[config.mk]
export PLATFORM = sky130hd
export DESIGN_NAME = imem_loader
export DESIGN_NICKNAME = d
export VERILOG_FILES = /design/src/rtl/imem_loader.sv
export SDC_FILE = /design/constraint.sdc
export NUM_CORES = 1
export LEC_CHECK = 0
export CAP_MARGIN = 20
export CORE_UTILIZATION = 25
export CTS_BUF_LIST = sky130_fd_sc_hd__clkbuf_16
export CTS_CLUSTER_SIZE = 16
export DETAILED_ROUTE_END_ITERATION = 6
export PLACE_DENSITY = 0.54
export SYNTH_ARGS = -nofsm -noshare
export SYNTH_HDL_FRONTEND = slang
export SYNTH_SLANG_ARGS = --single-unit
export TNS_END_PERCENT = 10
[constraint.sdc]
create_clock -name i_clk -period 4.9 [get_ports i_clk]
set_clock_uncertainty 0.05 [all_clocks]
set_input_delay 1.225 -clock i_clk [delete_from_list [all_inputs] [get_ports i_clk]]
set_output_delay 1.225 -clock i_clk [all_outputs]
set_load 0.01 [all_outputs]
[src/rtl/imem_loader.sv]
// Boot loader: receives a framed, checksummed byte stream, writes big-endian words to
// instruction memory from address 0, and releases the core reset once a frame checks out.
module imem_loader #(
  parameter int unsigned ADDR_W    = 8,
  parameter int unsigned MAX_WORDS = 256
) (
  input  logic              i_clk,
  input  logic              i_rst_n,
  input  logic              i_start,
  input  logic              i_byte_valid,
  input  logic [7:0]        i_byte,
  output logic              o_byte_ready,
  output logic              o_mem_we,
  output logic [ADDR_W-1:0] o_mem_addr,
  output logic [31:0]       o_mem_wdata,
  output logic              o_core_rst_n,
  output logic              o_busy,
  output logic              o_done,
  output logic              o_err
);

  localparam logic [2:0] StIdle  = 3'd0;
  localparam logic [2:0] StLenHi = 3'd1;
  localparam logic [2:0] StLenLo = 3'd2;
  localparam logic [2:0] StData  = 3'd3;
  localparam logic [2:0] StCksum = 3'd4;
  localparam logic [2:0] StDone  = 3'd5;
  localparam logic [2:0] StErr   = 3'd6;

  localparam logic [16:0] MaxWords = 17'(MAX_WORDS);

  logic [2:0]        state_q, state_d;
  logic [7:0]        len_hi_q, len_hi_d;
  logic [ADDR_W-1:0] last_q, last_d;
  logic [ADDR_W-1:0] word_q, word_d;
  logic [1:0]        bidx_q, bidx_d;
  logic [23:0]       shift_q, shift_d;
  logic [7:0]        sum_q, sum_d;
  logic              we_q, we_d;
  logic [ADDR_W-1:0] addr_q, addr_d;
  logic [31:0]       wdata_q, wdata_d;

  logic        in_frame;
  logic        xfer;
  logic [15:0] len;
  logic [7:0]  sum_next;

  assign in_frame = (state_q == StLenHi) || (state_q == StLenLo) ||
                    (state_q == StData)  || (state_q == StCksum);
  assign xfer     = i_byte_valid && in_frame;
  assign len      = {len_hi_q, i_byte};
  assign sum_next = sum_q + i_byte;

  always_comb begin
    state_d  = state_q;
    len_hi_d = len_hi_q;
    last_d   = last_q;
    word_d   = word_q;
    bidx_d   = bidx_q;
    shift_d  = shift_q;
    sum_d    = sum_q;
    we_d     = 1'b0;
    addr_d   = addr_q;
    wdata_d  = wdata_q;
    case (state_q)
      StIdle, StDone, StErr: begin
        if (i_start) begin
          state_d  = StLenHi;
          len_hi_d = '0;
          last_d   = '0;
          word_d   = '0;
          bidx_d   = '0;
          shift_d  = '0;
          sum_d    = '0;
        end
      end
      StLenHi: begin
        if (xfer) begin
          len_hi_d = i_byte;
          state_d  = StLenLo;
        end
      end
      StLenLo: begin
        if (xfer) begin
          if (len == 16'd0 || {1'b0, len} > MaxWords) begin
            state_d = StErr;
          end else begin
            last_d  = ADDR_W'(len - 16'd1);
            word_d  = '0;
            bidx_d  = '0;
            state_d = StData;
          end
        end
      end
      StData: begin
        if (xfer) begin
          shift_d = {shift_q[15:0], i_byte};
          sum_d   = sum_next;
          if (bidx_q == 2'd3) begin
            // Strobe lands in the following cycle; for the last word that is the first
            // CKSUM cycle, so ready never drops.
            we_d    = 1'b1;
            addr_d  = word_q;
            wdata_d = {shift_q, i_byte};
            word_d  = word_q + ADDR_W'(1);
            bidx_d  = '0;
            if (word_q == last_q) state_d = StCksum;
          end else begin
            bidx_d = bidx_q + 2'd1;
          end
        end
      end
      StCksum: begin
        if (xfer) state_d = (sum_next == 8'd0) ? StDone : StErr;
      end
      default: state_d = StIdle;
    endcase
  end

  always_ff @(posedge i_clk) begin
    if (!i_rst_n) begin
      state_q  <= StIdle;
      len_hi_q <= '0;
      last_q   <= '0;
      word_q   <= '0;
      bidx_q   <= '0;
      shift_q  <= '0;
      sum_q    <= '0;
      we_q     <= 1'b0;
      addr_q   <= '0;
      wdata_q  <= '0;
    end else begin
      state_q  <= state_d;
      len_hi_q <= len_hi_d;
      last_q   <= last_d;
      word_q   <= word_d;
      bidx_q   <= bidx_d;
      shift_q  <= shift_d;
      sum_q    <= sum_d;
      we_q     <= we_d;
      addr_q   <= addr_d;
      wdata_q  <= wdata_d;
    end
  end

  assign o_byte_ready = in_frame;
  assign o_busy       = in_frame;
  assign o_done       = (state_q == StDone);
  assign o_err        = (state_q == StErr);
  assign o_core_rst_n = (state_q == StDone);
  assign o_mem_we     = we_q;
  assign o_mem_addr   = addr_q;
  assign o_mem_wdata  = wdata_q;

endmodule

# Word level (Yosys, flattened, before mapping)
# Cells that the tools add are included.
[totals]
regBits = 102
output_inout_bits = 46
word_cells = 85
[classes]
eq_ne = 16
addsub = 4
n_lt_le_gt_ge = 1
n_mux = 33
n_reduce_logical = 21
[op_table]
columns = ["cell", "n"]
rows = [
  ["two-way mux 8 bit", 9],
  ["two-way mux 24 bit", 2],
  ["one-hot mux 24 bit (2 select lines)", 1],
  ["one-hot mux 8 bit (2 select lines)", 3],
  ["two-way mux 3 bit", 8],
  ["one-hot mux 8 bit (3 select lines)", 1],
  ["> comparator 16 x 9 -> 1 bit (second input constant)", 1],
  ["logical NOT 16 bit", 1],
  ["one-hot mux 3 bit (5 select lines)", 1],
  ["two-way mux 2 bit", 6],
  ["!= test 2 bit (second input constant)", 6],
  ["AND reduction 3 bit", 4],
  ["equality test 3 bit (second input constant)", 3],
  ["adder 8 x 1 -> 8 bit (second input constant)", 1],
  ["adder 8 bit", 1],
  ["equality test 8 bit", 1],
  ["logical NOT 8 bit", 1],
  ["subtractor 8 x 1 -> 8 bit (second input constant)", 1],
  ["AND reduction 7 bit", 1],
  ["equality test 3 x 2 -> 1 bit (second input constant)", 2],
  ["one-hot mux 2 bit (3 select lines)", 1],
  ["AND reduction 6 bit", 1],
  ["nonzero test 2 bit", 3],
  ["AND reduction 5 bit", 1],
  ["other kinds (11)", 15],
]

# Logic depth before layout (Yosys ltp)
[depth]
word_depth = 7
mapped_depth = 9
ltp_nobuf = 8

# Worst setup path after synthesis
# Ideal clock, no wire load.
[synth_timing]
path_kind = "input to register"
from = "input i_byte[0]"
to = "register last_q[3]"
arrival_ns = 3.288
t_required_ns = 4.721
path_slack_ns = 1.433
setup_ns = 0.129
stages = 9
cell_sequence = "inv_1 > ha_1 > or4b_4 > o21a_1 > o31a_1 > o21a_1 > o41ai_4 > buf_6 > o22ai_1"
[synth_via]
elab_chain_cells = 4
[synth_rtl]
columns = ["element", "line_no", "source"]
rows = [
  ["start: declaration", "11", "input logic [7:0] i_byte,"],
  ["> comparator 16 x 9 -> 1 bit (tied with other cells)", "85", "if (len == 16'd0 || {1'b0, len} > MaxWords) begin"],
  ["logical OR 1 bit or two-way mux 8 bit (tied branches)", "85", ""],
  ["!= test 2 bit (no source line) or two-way mux 8 bit (tied branches)", "n/a", ""],
  ["AND reduction 4 bit (no source line) or one-hot mux 8 bit (2 select lines) (tied branches)", "n/a", ""],
  ["end signal: assignment", "135", "last_q <= last_d;"],
  ["end: declaration", "34", "logic [ADDR_W-1:0] last_q, last_d;"],
]
# Parallel ways exist; a longest one is shown, timed or not. The select of a mux whose other input is x is not followed.
# A chain may end at the register's enable or synchronous reset.

# Worst setup path after layout
[layout_timing]
from = "input i_byte[1]"
to = "register word_q[5]"
[layout_via]
elab_chain_cells = 4
[layout_rtl]
columns = ["element", "line_no", "source"]
rows = [
  ["> comparator 16 x 9 -> 1 bit or logical NOT 16 bit (tied branches)", "85", ""],
  ["logical OR 1 bit *", "85", ""],
  ["!= test 2 bit (no source line) *", "n/a", ""],
  ["AND reduction 6 bit (no source line) *", "n/a", ""],
  ["end signal: assignment", "136", "word_q <= word_d;"],
  ["end: declaration", "35", "logic [ADDR_W-1:0] word_q, word_d;"],
]
# Mark *: on every way between the ends. The rest lies on a longest branch, timed or not.

==> flow_summary_export.csv <==
group,metric,value,unit
status,outcome,"completed",
detailed_routing,route.antenna.remaining_nets,0,
detailed_routing,dr.pass1.iters,5,
sta,setup_viol,0,
layout,layout.nets,629,
global_route,grt_pass1_vias,4029,
detailed_routing,drt_iter0_drc,201,
layout,finish.instance_area,6008,um^2
global_route,grtUsageTotal,0.1313,
pwr,sequentialPowerShare,0.397,
sta,fmax,251.2,MHz
detailed_routing,wl_per_cell,14.60,um
sta,worstMarginPinSlew,0.9932,ns
critical_path,critPathSlowestCell,"clkdlybuf4s50_1",
critical_path,worstSetupStartpointType,"input port",
critical_path,startpoint,"i_byte[1]",
critical_path,critPathMaxStageDelay,0.54,ns
critical_path,worstReg2RegStart,"state_q[0]",
synth,yosysMostFrequentCell,"dfxtp_1",
sta,relSlewSlack,0.3359,
synth,synth_area_leaders,"dfxtp_1 (42%), nand2_1 (7.3%), a21boi_0 (6.6%)",
global_route,antenna_found_initial,0,
placement,port_buffers,57,
clock_network,cts_resized,0,
global_route,grt_first_pass_wirelength,20.64,mm
die,die-width,141.5,um
die,die_area,20030,um^2
placement,dp_hpwl,8.850,mm
pwr,clkPwrFrac,0.320,
pwr,ir_drop,207.6,uV
run,maxCapViolCount,0,
clock_network,clock_latency,0.35,ns
clock_network,holdBufCountCts,0,
clock_network,clockBufferDepth,2,
die,rows,50,
synth,async_reset_ff_frac,0,
synth,netlist_area,4866,um^2
detailed_routing,avgViaCountPerCell,4.690,
synth,synth_seq_cells,102,
sta,tns,0,ns
detailed_routing,drc,0,
sta,finalMaxSlewViolations,0,
die,pin_count,58,
clock_network,clkSinkCount,102,
synth,synth_edf_count,0,
global_route,gr-total-overflow,0,
synth,synth_cell_types,55,
critical_path,cp.required,5.13,ns
pwr,p_total,2.386,mW
worst_hold_path,hp-start,"o_mem_addr[0]",
pwr,p_comb_frac,0.283,
detailed_routing,routed_wl,12.72,mm
layout,area_growth,23.48,%
clock_network,cts_tree,"built",
pwr,p_leak,2.031,nW
sta,rsz0062_at_grt,"false",
synth,ys_warn_count,0,
placement,postPlaceCellArea,5694,um^2
detailed_routing,vias,4085,
die,initial_core_util,0.2575,
global_route,grt_max_degree,52,
worst_hold_path,hp-class,"reg2reg",
clock_network,htree_num_levels,3,
layout,fillers,2013,
synth,avgSynthCellArea,8.612,um^2
synth,syn_inst,565,
synth,synth_top_area_share,0.4196,
synth,synth_flop_cell,"dfxtp_1",
critical_path,critical_path_class,"in2reg",
critical_path,cp_cell_sequence,"clkdlybuf4s50_1 -> inv_1 -> ha_1 -> or4b_4 -> o21a_1 -> o311ai_1 -> nand2_1 -> or4_1 -> a21oi_1",
clock_network,cts_root_buf,"clkbuf_16",
clock_network,path_clk_slew,0.07,ns
sta,finalWorstPathRequiredPeriod,3.980,ns
pwr,power.density,397.2,nW/um^2
placement,gp_congestion,0.8278,
pwr,p_int,1.579,mW
pwr,switching_share,0.3382,
critical_path,cp-end-kind,"flip-flop",
critical_path,cp_num_buf_inv,2,
die,fp.dieH,141.5,um
critical_path,cp_top_family,"simple AND/OR/NAND/NOR gates",
layout,diodes,0,
layout,drive_above_1_share,0.05728,
clock_network,post_cts.repair.setup_buffers,0,
synth,synth_top_area_cell,"dfxtp_1",
synth,yosys-top-cells-count,"dfxtp_1 (102), nand2_1 (95), nor2b_1 (47), a21boi_0 (43), clkbuf_1 (32)",
sta,finalCritPeriodShare,0.8123,
synth,synth_nets,588,
synth,yosysSeqAreaShare,0.4196,
clock_network,numCtsBuffers,9,
critical_path,worstPathMaxFanout,13,
placement,pre_cts_slack,0.5368,ns
critical_path,critical_path_arrival,4.21,ns
sta,hold_violations,0,
pwr,power_switching,0.8072,mW
sta,setup_slack,0.9196,ns
die,core,18890,um^2
[kinds of logic (layout without fill, tap and decap cells)]
group | count (synthesis) | count (layout) | synth area share
fa+ha+maj | 11 | 11 | 0.02983
simple gates | 229 | 229 | 0.2360
xor+xnor | 23 | 23 | 0.04140
flops | 102 | 102 | 0.4196
compound gates | 134 | 134 | 0.2031
buf+inv | 54 | 100 | 0.04500
mux | 12 | 12 | 0.02494
[final cells by class]
type / count / area [um^2] / share of cell area
multi-input cells: 409 / 2611 / 0.4346
inverters: 14 / 52.55 / 0.008746
well taps: 260 / 325.3 / 0.05414
clock buffers: 9 / 225.2 / 0.03748
clock inverters: 7 / 88.84 / 0.01479
repair buffers: 70 / 663.1 / 0.1104
flip-flops and latches: 102 / 2042 / 0.3399
[final timing paths]
| kind | end | cells past startpoint | slack (ns) |
|---|---|---|---|
| max | word_q[5] | 9 | 0.92 |
| min | o_mem_addr[0] | 2 | 0.42 |
| max reg2reg | o_mem_wdata[22] | 5 | 1.82 |
| min reg2reg | o_mem_addr[0] | 2 | 0.42 |
[worst min-delay path, cell delays in order (launching register included)]
cell and delay, ns:
dfxtp_1 0.31, nand2_1 0.05, a21boi_0 0.06
[per-stage QoR]
stage / std cells / hold slack, ns / utilization
after floorplan: 565 / 0.3907 / -
after global placement: 855 / 0.4060 / 0.3014
after detailed placement: 855 / 0.4118 / 0.3014
after CTS: 871 / 0.4242 / 0.3180
after global routing: 871 / 0.4372 / 0.3180
final: 871 / 0.4175 / 0.3180
[sequential cells by signal (all words and copies together), names as in the netlist]
register	flops
len_hi_q	8
o_mem_we	1
word_q	8
o_mem_wdata	32
o_mem_addr	8
last_q	8
shift_q	24
sum_q	8
bidx_q	2
state_q	3
[placed cells by master, fill, tap and decap left out, types with 9 or more instances in the layout]
cell             netlist  layout
dfxtp_1              102     102
nand2_1               95      95
clkdlybuf4s50_1        0      56
nor2b_1               47      47
a21boi_0              43      43
a22oi_1               29      29
nor2_1                23      22
inv_1                 14      17
xor2_1                14      14
buf_4                  2      13
and2_1                12      12
a21oi_1               12      12
mux2i_1               11      11
ha_1                  10      10
xnor2_1                9       9
nor3_1                 9       9
clkbuf_16              0       9
[power groups by stage]
stage               sequential [mW]  combinational, mW  clock (mW)
CTS                           0.944              0.681       0.785
floorplan                     0.897              0.572           0
detailed placement            0.964              0.679           0
global route                  0.956              0.749       0.822
global placement              0.962              0.665           0
finish                        0.947              0.676       0.764
[routing by layer]
layer  share of wire  vias to the layer above  global-route usage  wire length [um]
li1                -                     2047                   -                 -
met1            0.47                     1949              0.1691              5964
met2            0.48                       75              0.2165              6047
met3           0.041                       14             0.02767               517
met4           0.015                        0             0.04697               189
met5               0                        -                   0                 0
(Power assumes the default switching activity.)
